### config.mk
export PLATFORM = sky130hd
export DESIGN_NAME = seq_detect_param
export DESIGN_NICKNAME = d
export VERILOG_FILES = /design/src/rtl/seq_detect_pkg.sv /design/src/rtl/seq_pattern_regs.sv /design/src/rtl/seq_detect_param.sv
export SDC_FILE = /design/constraint.sdc
export NUM_CORES = 1
export LEC_CHECK = 0
export ABC_AREA = 1
export ABC_CLOCK_PERIOD_IN_PS = 5630
export CAP_MARGIN = 20
export CORE_MARGIN = 2
export CORE_UTILIZATION = 25
export CTS_CLUSTER_DIAMETER = 30
export DETAILED_ROUTE_END_ITERATION = 8
export PLACE_DENSITY_LB_ADDON = 0.15
export SKIP_LAST_GASP = 1
export SYNTH_ARGS = -nofsm -noshare
export SYNTH_HDL_FRONTEND = slang
export SYNTH_SLANG_ARGS = --single-unit
### constraint.sdc
create_clock -name clk -period 5.63 [get_ports clk]
set_clock_uncertainty 0.1 [all_clocks]
set_input_delay 1.126 -clock clk [delete_from_list [all_inputs] [get_ports clk]]
set_output_delay 1.126 -clock clk [all_outputs]
set_load 0.02 [all_outputs]
### src/rtl/seq_detect_pkg.sv
// Shared defaults for the parametrised sequence detector: widths, reset pattern
// and helpers that derive address/length widths from the maximum pattern length.
package seq_detect_pkg;

  localparam int DEF_DATA_W  = 8;
  localparam int DEF_MAX_LEN = 8;
  localparam int DEF_CNT_W   = 16;

  // Power-up pattern is the legacy AA-AA-FF-CF frame marker, slot 0 first.
  localparam int RST_LEN = 4;
  localparam logic [7:0] RST_PAT [RST_LEN] = '{8'hAA, 8'hAA, 8'hFF, 8'hCF};

  function automatic int addr_w(input int max_len);
    return (max_len > 1) ? $clog2(max_len) : 1;
  endfunction

  function automatic int len_w(input int max_len);
    return $clog2(max_len + 1);
  endfunction

  function automatic int rst_len(input int max_len);
    return (RST_LEN < max_len) ? RST_LEN : max_len;
  endfunction

  function automatic logic [7:0] rst_sym(input int slot);
    logic [7:0] s;
    s = 8'h00;
    for (int k = 0; k < RST_LEN; k++) begin
      if (k == slot) s = RST_PAT[k];
    end
    return s;
  endfunction

endpackage

### src/rtl/seq_pattern_regs.sv
// Pattern register file and clamped length register for the sequence detector.
// Any configuration write raises flush so the detector restarts its history.
module seq_pattern_regs
  import seq_detect_pkg::*;
#(
  parameter int DATA_W  = DEF_DATA_W,
  parameter int MAX_LEN = DEF_MAX_LEN,
  localparam int ADDR_W = addr_w(MAX_LEN),
  localparam int LEN_W  = len_w(MAX_LEN)
) (
  input  logic              clk,
  input  logic              reset,
  input  logic              cfg_we,
  input  logic [ADDR_W-1:0] cfg_addr,
  input  logic [DATA_W-1:0] cfg_data,
  input  logic              cfg_len_we,
  input  logic [LEN_W-1:0]  cfg_len,
  output logic [DATA_W-1:0] pat [MAX_LEN],
  output logic [LEN_W-1:0]  len,
  output logic              flush
);

  assign flush = cfg_we | cfg_len_we;

  always_ff @(posedge clk or negedge reset) begin
    if (!reset) begin
      for (int i = 0; i < MAX_LEN; i++) begin
        pat[i] <= DATA_W'(rst_sym(i));
      end
      len <= LEN_W'(rst_len(MAX_LEN));
    end else begin
      if (cfg_we && (int'(cfg_addr) < MAX_LEN)) begin
        pat[cfg_addr] <= cfg_data;
      end
      // Oversized lengths saturate rather than wrap.
      if (cfg_len_we) begin
        len <= (int'(cfg_len) > MAX_LEN) ? LEN_W'(MAX_LEN) : cfg_len;
      end
    end
  end

endmodule

### src/rtl/seq_detect_param.sv
// Streaming detector for a programmable pattern of 1..MAX_LEN symbols, with
// overlap control and a saturating match counter.
module seq_detect_param
  import seq_detect_pkg::*;
#(
  parameter int DATA_W  = DEF_DATA_W,
  parameter int MAX_LEN = DEF_MAX_LEN,
  parameter int CNT_W   = DEF_CNT_W,
  localparam int ADDR_W = addr_w(MAX_LEN),
  localparam int LEN_W  = len_w(MAX_LEN)
) (
  input  logic              clk,
  input  logic              reset,
  input  logic              enable,
  input  logic              data_valid_in,
  input  logic [DATA_W-1:0] data_in,
  input  logic              overlap,
  input  logic              cfg_we,
  input  logic [ADDR_W-1:0] cfg_addr,
  input  logic [DATA_W-1:0] cfg_data,
  input  logic              cfg_len_we,
  input  logic [LEN_W-1:0]  cfg_len,
  output logic              data_valid_out,
  output logic              detected_out,
  output logic [CNT_W-1:0]  match_count
);

  logic [DATA_W-1:0] pat [MAX_LEN];
  logic [DATA_W-1:0] hist [MAX_LEN];
  logic [LEN_W-1:0]  len;
  logic [LEN_W-1:0]  len_m1;
  logic [LEN_W-1:0]  fill;
  logic              flush;
  logic              accept;
  logic              match;

  seq_pattern_regs #(
    .DATA_W  (DATA_W),
    .MAX_LEN (MAX_LEN)
  ) u_regs (
    .clk        (clk),
    .reset      (reset),
    .cfg_we     (cfg_we),
    .cfg_addr   (cfg_addr),
    .cfg_data   (cfg_data),
    .cfg_len_we (cfg_len_we),
    .cfg_len    (cfg_len),
    .pat        (pat),
    .len        (len),
    .flush      (flush)
  );

  assign accept = enable & data_valid_in & ~flush;
  assign len_m1 = len - LEN_W'(1);

  // The incoming beat is the last pattern symbol; hist[0] lines up with pat[len-2].
  always_comb begin
    match = 1'b0;
    if ((len != '0) && (fill >= len_m1)) begin
      match = (data_in == pat[len_m1[ADDR_W-1:0]]);
      for (int i = 0; i < MAX_LEN - 1; i++) begin
        if ((i < int'(len_m1)) && (hist[i] != pat[ADDR_W'(int'(len_m1) - 1 - i)])) begin
          match = 1'b0;
        end
      end
    end
  end

  always_ff @(posedge clk or negedge reset) begin
    if (!reset) begin
      for (int i = 0; i < MAX_LEN; i++) begin
        hist[i] <= '0;
      end
      fill           <= '0;
      data_valid_out <= 1'b0;
      detected_out   <= 1'b0;
      match_count    <= '0;
    end else begin
      data_valid_out <= accept;
      detected_out   <= accept & match;
      if (accept && match && (match_count != {CNT_W{1'b1}})) begin
        match_count <= match_count + CNT_W'(1);
      end
      if (!enable || flush) begin
        fill <= '0;
      end else if (accept) begin
        for (int i = MAX_LEN - 1; i > 0; i--) begin
          hist[i] <= hist[i-1];
        end
        hist[0] <= data_in;
        // Non-overlap mode forgets everything once a match completes.
        if (match && !overlap) begin
          fill <= '0;
        end else if (fill != LEN_W'(MAX_LEN)) begin
          fill <= fill + LEN_W'(1);
        end
      end
    end
  end

endmodule

; ---- After elaboration in Yosys (flattened, before gate mapping)
; Cells that the tools add are included.
[op_classes]
add_sub_neg = 10
n_lt_le_gt_ge = 19
n_eq_ne = 10
n_mux = 40
n_bitwise = 15
reduce_logical = 20
[ops]
columns = operator, count
row1 = 8-bit binary-select mux with 3-bit select, 8
row2 = 8-bit two-way mux, 17
row3 = 64-bit bitwise mux, 1
row4 = 8-bit inequality test, 7
row5 = 3-bit by 4-bit greater-or-equal comparator with 1-bit output (second input constant), 7
row6 = 8-bit demux with 3-bit select, 1
row7 = 3-bit inverter, 7
row8 = 4-bit two-way mux, 5
row9 = 16-bit by 1-bit adder with 16-bit output (second input constant), 1
row10 = 16-bit inequality test (second input constant), 1
row11 = 1-bit logical AND, 12
row12 = 3-bit by 4-bit < comparator with 1-bit output (first input constant), 3
row13 = 3-bit subtractor (second input constant), 4
row14 = 8-bit == test, 1
row15 = 4-bit greater-or-equal comparator (second input constant), 2
row16 = 1-bit by 4-bit < comparator with 1-bit output (first input constant), 2
row17 = 2-bit by 4-bit < comparator with 1-bit output (first input constant), 2
row18 = 1-bit two-way mux, 8
row19 = 3-bit inverter with 4-bit output, 2
row20 = 3-bit by 2-bit subtractor with 3-bit output (second input constant), 2
row21 = 4-bit by 1-bit adder with 4-bit output (second input constant), 1
row22 = 4-bit greater-or-equal comparator, 1
row23 = 4-bit > comparator (second input constant), 1
row24 = 4-bit by 1-bit < comparator with 1-bit output (second input constant), 1
row25 = other kinds (12), 17
[word_totals]
reg_bits = 146
input_bits = 30
out_inout_bits = 18
elab_cells = 134

; ---- Depth between registers and ports, before layout
[logic_depth]
ltp_word = 20
mapped_depth = 29
ltp_nobuf = 26

; ---- By module
; From an unflattened synthesis, not the netlist that was laid out.
[hier_totals]
hier_cells = 1844
area_unflattened_um2 = 11202.0
[modules_own_cells]
columns = mod, instances, cells_each, area_each_um2, seq_area_each_um2
row1 = seq_detect_param, 1, 1531, 8351.8, 1951.9
row2 = seq_pattern_regs, 1, 313, 2850.2, 1730.4

; ---- Worst setup path before layout
; No wires, ideal clock.
[synth_timing]
path_kind = register to register
start = reg u_regs.len[0]
end = reg match_count[14]
setup_ns = 0.117
arrival_time_ns = 3.118
required_time_ns = 5.413
path_slack_ns = 2.295
path_stages_with_launch = 27
n_path_buf = 4
period_less_slack_ns = 3.335
path_cell_list = dfrtp_1 -> inv_2 -> clkbuf_1 -> ha_1 -> buf_2 -> inv_2 -> nand2_1 -> nand2_1 -> buf_6 -> buf_6 -> nand3_1 -> nand2_1 -> nand3_1 -> nand3_1 -> nand2_1 -> nor2_1 -> nand2_1 -> nor2_2 -> nand2_1 -> nor2_1 -> nand2_1 -> nand2_2 -> nand3_2 -> nor2_4 -> nand3_1 -> nand2_1 -> nand2_1
[synth_between]
elab_chain_cells = 18
word_cells_on_any_way = 75
classes_between = add/sub: 8 / order compare: 8 / eq/ne: 8 / mux: 32 / bitwise: 8 / reduce/logical: 11
[synth_rtl]
columns = element, line_no
row1 = start: declaration, seq_pattern_regs.sv:19  ; output logic [LEN_W-1:0] len,
row2 = start signal: assignment, seq_pattern_regs.sv:30  ; len <= LEN_W'(rst_len(MAX_LEN));
row3 = start signal: assignment, seq_pattern_regs.sv:37  ; len <= (int'(cfg_len) > MAX_LEN) ? LEN_W'(MAX_LEN) : cfg_len;
row4 = 4-bit by 1-bit subtractor with 4-bit output, seq_detect_param.sv:54  ; assign len_m1 = len - LEN_W'(1);
row5 = 3-bit by 1-bit subtractor with 3-bit output, seq_detect_param.sv:62  ; if ((i < int'(len_m1)) && (hist[i] != pat[ADDR_W'(int'(len_m1) - 1 - i)])) begin
row6 = 3-bit by 2-bit subtractor with 3-bit output or 3-bit inverter (tied branches), seq_detect_param.sv:62
row7 = 3-bit inverter (implied by the code) or 8-bit binary-select mux with 3-bit select (tied branches), seq_detect_param.sv:62
row8 = 8-bit binary-select mux with 3-bit select or 8-bit two-way mux (tied branches), seq_detect_param.sv:62
row9 = 8-bit two-way mux (implied by the code), seq_detect_param.sv:62
row10 = 8-bit two-way mux (implied by the code) or 8-bit inequality test (tied branches), seq_detect_param.sv:62
row11 = 8-bit inequality test or 1-bit logical AND (tied branches), seq_detect_param.sv:62
row12 = 1-bit logical AND or 1-bit two-way mux (tied branches), seq_detect_param.sv:62
row13 = 1-bit two-way mux (6 in a row), seq_detect_param.sv:62
row14 = 1-bit two-way mux (*), seq_detect_param.sv:59  ; if ((len != '0) && (fill >= len_m1)) begin
row15 = 1-bit logical AND (*) (2 in a row), seq_detect_param.sv:81  ; if (accept && match && (match_count != {CNT_W{1'b1}})) begin
row16 = end signal: assignment, seq_detect_param.sv:82  ; match_count <= match_count + CNT_W'(1);
row17 = end: declaration, seq_detect_param.sv:25  ; output logic [CNT_W-1:0] match_count
; Mark *: on every way between the ends. The rest lies on a longest branch, timed or not. The select of a mux whose other input is x is not followed.
; A chain may end at the register's enable or synchronous reset.

; ---- Final worst setup path
; Same ends and word-level chain as after synthesis.

==> parameters.txt <==
Parameter                              Value

Status
  Outcome    finished clean

Worst setup path
  Required time worst endpoint    roughly 6000 ps
  Worst path buffer plus inverter count    2
  Crit-path max cell delay    between 600 and 700 ps
  CP arrival    4640 ps
  Crit Path Max Fanout    25
  Worst Setup End Kind    flop
  Category of the most critical setup path    reg2reg
  Largest delay share family, worst path    simple AND/OR/NAND/NOR gates
  Top cell by count, worst path    nand2_1
  Slowest cell on crit path    nand2_1
  Critical Path Source Type    flop
  Ordered list of cells on the worst path    inv_2, ha_1, inv_2, nand2_1, nand3_2, nand2_4, nand2_1, nand2_1, nand2_1, nand2_1, nand2_1, nand2_1, nand2_1, nor2_1, nand2_1, nand2_1, nand3_1, nor2_2, nand3_2, nor2_4, nand3_1, nand2_1, nand2_1

Synthesis
  Post-synthesis net count    1798
  Ys Warns    0
  Library cells used by synthesis    35
  Flops & latches, synth    146
  Sequential element share of the synthesized area    34.38%
  Mapped Avg Cell Area    between 6 and 7 um2
  Post-Synthesis Cell Area    10710 um2
  Post-synthesis instance total    1757

Placed design
  Port Buf Inserts    47
  Detailed Place HPWL    about 30000 um
  Placed instance area    11570 um2
  Weighted congestion reported at the end of routability-driven placement    0.8808

Detailed routing
  Vias per std cell    4.654
  DR WL/cell    between 15 and 20 um
  Total wire length after detailed routing    about 40000 um
  Antenna Violating Nets Remaining    0
  Via count    10800
  Detailed-router iteration count before antenna repair    6
  DRC Markers    0
  Iteration-0 DRC Markers    around 750

Clock network
  Quantity of hold-fixing buffers added after cts    0
  Number of buffers inserted during clock tree synthesis    17
  H-tree Lvls    4
  Insertion delay of the later-clocked pin in the worst-skew pair    450 ps
  Clk sink count    146
  Maximum clock insertion buffer count    2
  CTS root buffer    clkbuf_16
  TritonCTS clock tree    built
  Post CTS Setup Buffer Count    0
  Post-CTS sizing    0
  Post-CTS clock slew at the launch and capture registers of the worst setup and hold paths    70 ps

Floorplanning
  Die Width    approximately 210 um
  Height of the die    ~210 um
  Total die area    44520 um2
  FP Rows    75
  I/O pins    48
  Core box area    42130 um2
  Starting density of the core    25.42%

Flow run
  Number of maximum-capacitance constraint violations    0

Timing
  Min Tclk post-route    4403 ps
  Peak Freq    roughly 230 MHz
  Number of endpoints failing setup at the final stage    0
  Actual transition at the worst max-transition pin    1030 ps
  Tcrit/Tclk final    78.20%
  Max Transition Viols Final    0
  Sum Neg Setup Slack    0 ps
  Hold slack final    a little under 400 ps
  Max-Slew Margin vs Limit    31.32%
  RSZ-0062 raised after global routing    false
  Number of hold violations in the final report    0

Finish
  Post-layout nets    1809
  Area growth, synth to finish    13.42%
  Ant diodes    0
  Area of the multi-input gates    slightly below 6000 um2
  Sequential cell area in the final layout    3686 um2
  Ratio of cells with drive above 1 in the final layout    around 5.5%
  Post-route cell area    12150 um2
  Layout filler cell count    4685

Worst hold path
  Min-delay worst type    reg2reg

GRT
  Number of antenna violations at the first check in global routing    1
  Global-route usage over all layers    18.32%
  Remaining global-route overflow    0
  Maximum number of pins on one net before global-route repair    120
  Number of global-route vias before repair    around 10000
  Wire length of the first global-routing pass    61180 um

Power and ir drop
  Static leakage power    0.006058 uW
  VDD IR max    0.2308 mV
  Pwr per Cell Area    352.6 nW/um2
[cells in the mapped netlist]
cell / number / area, um2
a21oi_1: 14 / 70.07
and2_1: 3 / 18.77
buf_1: 4 / 15.01
buf_2: 15 / 75.07
buf_4: 18 / 135.1
buf_6: 5 / 56.30
clkbuf_1: 23 / 86.33
clkinv_1: 1 / 3.750
dfrtp_1: 123 / 3078
dfstp_2: 23 / 604.3
ha_1: 11 / 137.6
inv_1: 201 / 754.5
inv_2: 7 / 26.28
nand2_1: 800 / 3003
nand2_2: 8 / 50.05
nand2_4: 1 / 11.26
nand3_1: 175 / 875.8
nand3_2: 4 / 40.04
nand3_4: 1 / 17.52
nand3b_1: 4 / 30.03
nand3b_2: 1 / 11.26
nand4_1: 13 / 81.33
nand4_2: 1 / 12.51
nor2_1: 66 / 247.7
nor2_2: 3 / 18.77
nor2_4: 2 / 22.52
nor3_1: 12 / 60.06
nor4_1: 3 / 18.77
o211ai_1: 7 / 52.55
o21a_1: 4 / 30.03
o21ai_0: 161 / 805.8
o21ai_1: 30 / 150.1
o21ai_2: 3 / 26.28
or2_2: 1 / 6.260
xor2_1: 9 / 78.83
[layout by cell type, fill, tap and decap left out, types with 2 or more instances in the layout]
master / Yosys / routed
nand2_1: 800 / 799
inv_1: 201 / 201
nand3_1: 175 / 175
o21ai_0: 161 / 161
dfrtp_1: 123 / 122
nor2_1: 66 / 66
clkdlybuf4s50_1: 0 / 46
o21ai_1: 30 / 30
dfstp_2: 23 / 23
clkbuf_16: 0 / 17
a21oi_1: 14 / 14
nand4_1: 13 / 13
nor3_1: 12 / 11
ha_1: 11 / 11
xor2_1: 9 / 9
buf_4: 18 / 9
nand2_2: 8 / 8
inv_2: 7 / 7
o211ai_1: 7 / 7
clkinv_2: 0 / 6
nand3_2: 4 / 4
o21a_1: 4 / 4
nand3b_1: 4 / 4
o21ai_2: 3 / 3
nor2_2: 3 / 3
and2_1: 3 / 3
nor4_1: 3 / 3
clkbuf_1: 23 / 3
nand2_4: 1 / 2
nor2_4: 2 / 2
clkinvlp_4: 0 / 2
bufinv_16: 0 / 2
buf_6: 5 / 2
[worst min-delay path, delay by kind of cell (launching register included)]
kind	cells	cell delay (ps)
flops	1	340
simple gates	1	50
compound gates	1	60
[kinds of logic after synthesis]
family | count (synthesis) | share of synthesized area, %
AOI/OAI and AO/OA | 219 | 10.59
xor gates and xnor gates | 9 | 0.7359
adders and majority gates | 11 | 1.285
buffers and inverters | 274 | 10.76
DFF | 146 | 34.38
and+or+nand+nor | 1098 | 42.25
[registers in the layout (all words and copies together) (netlist names)]
register	flops
data_valid_out	1
detected_out	1
hist	56
match_count	16
u_regs.pat	64
fill	4
u_regs.len	4
[cell type report]
cell class | instances | area share [%]
Inverter | 209 | 6.457
Clock buffer | 21 | 3.708
Timing Repair Buffer | 57 | 4.531
Multi-Input combinational cell | 1337 | 48.48
Tap cell | 539 | 5.551
Clock inverter | 11 | 0.9372
Sequential cell | 146 | 30.34
[per-stage QoR]
stage / instances / utilization [%] / worst slack, ps / total power [uW]
floorplan: 1757 / - / 2295 / 2590
global placement: 2287 / 27.47 / 1223 / 3148
detailed placement: 2287 / 27.47 / 1216 / 3152
CTS: 2319 / 28.81 / 1192 / 4326
global route: 2320 / 28.83 / 791.2 / 4628
finish: 2320 / 28.83 / 1227 / 4284
[where the power goes]
group	internal (uW)	switching [uW]	leakage (uW)	total (uW)
clock	659	491	0.000276	1150
sequential	1250	168	0.00183	1420
combinational	510	1210	0.00395	1720
total	2420	1870	0.00606	4280
[routing by layer]
| layer | global-route usage, % | vias up | wire length, um |
|---|---|---|---|
| li1 | - | 5535 | - |
| met1 | 23.64 | 5017 | 18090 |
| met2 | 31.51 | 205 | 18840 |
| met3 | 2.423 | 41 | 1170 |
| met4 | 6.119 | 0 | 949 |
| met5 | 0 | - | 0 |
[path summary, 6_finish.rpt]
| check | to | slack (ps) | from | depth (start not counted) |
|---|---|---|---|---|
| worst max-delay path | match_count[14] | 1230 | u_regs.len[0] | 23 |
| worst min-delay path | u_regs.pat[52] | 390 | u_regs.pat[52] | 2 |
| worst max register to register | match_count[14] | 1230 | u_regs.len[0] | 23 |
| worst min register to register | u_regs.pat[52] | 390 | u_regs.pat[52] | 2 |
| max in group asynchronous | hist[52] | 3700 | reset | 2 |
| min in group asynchronous | u_regs.pat[1] | 640 | reset | 1 |
No activity file was read; power rests on OpenSTA's default activity.
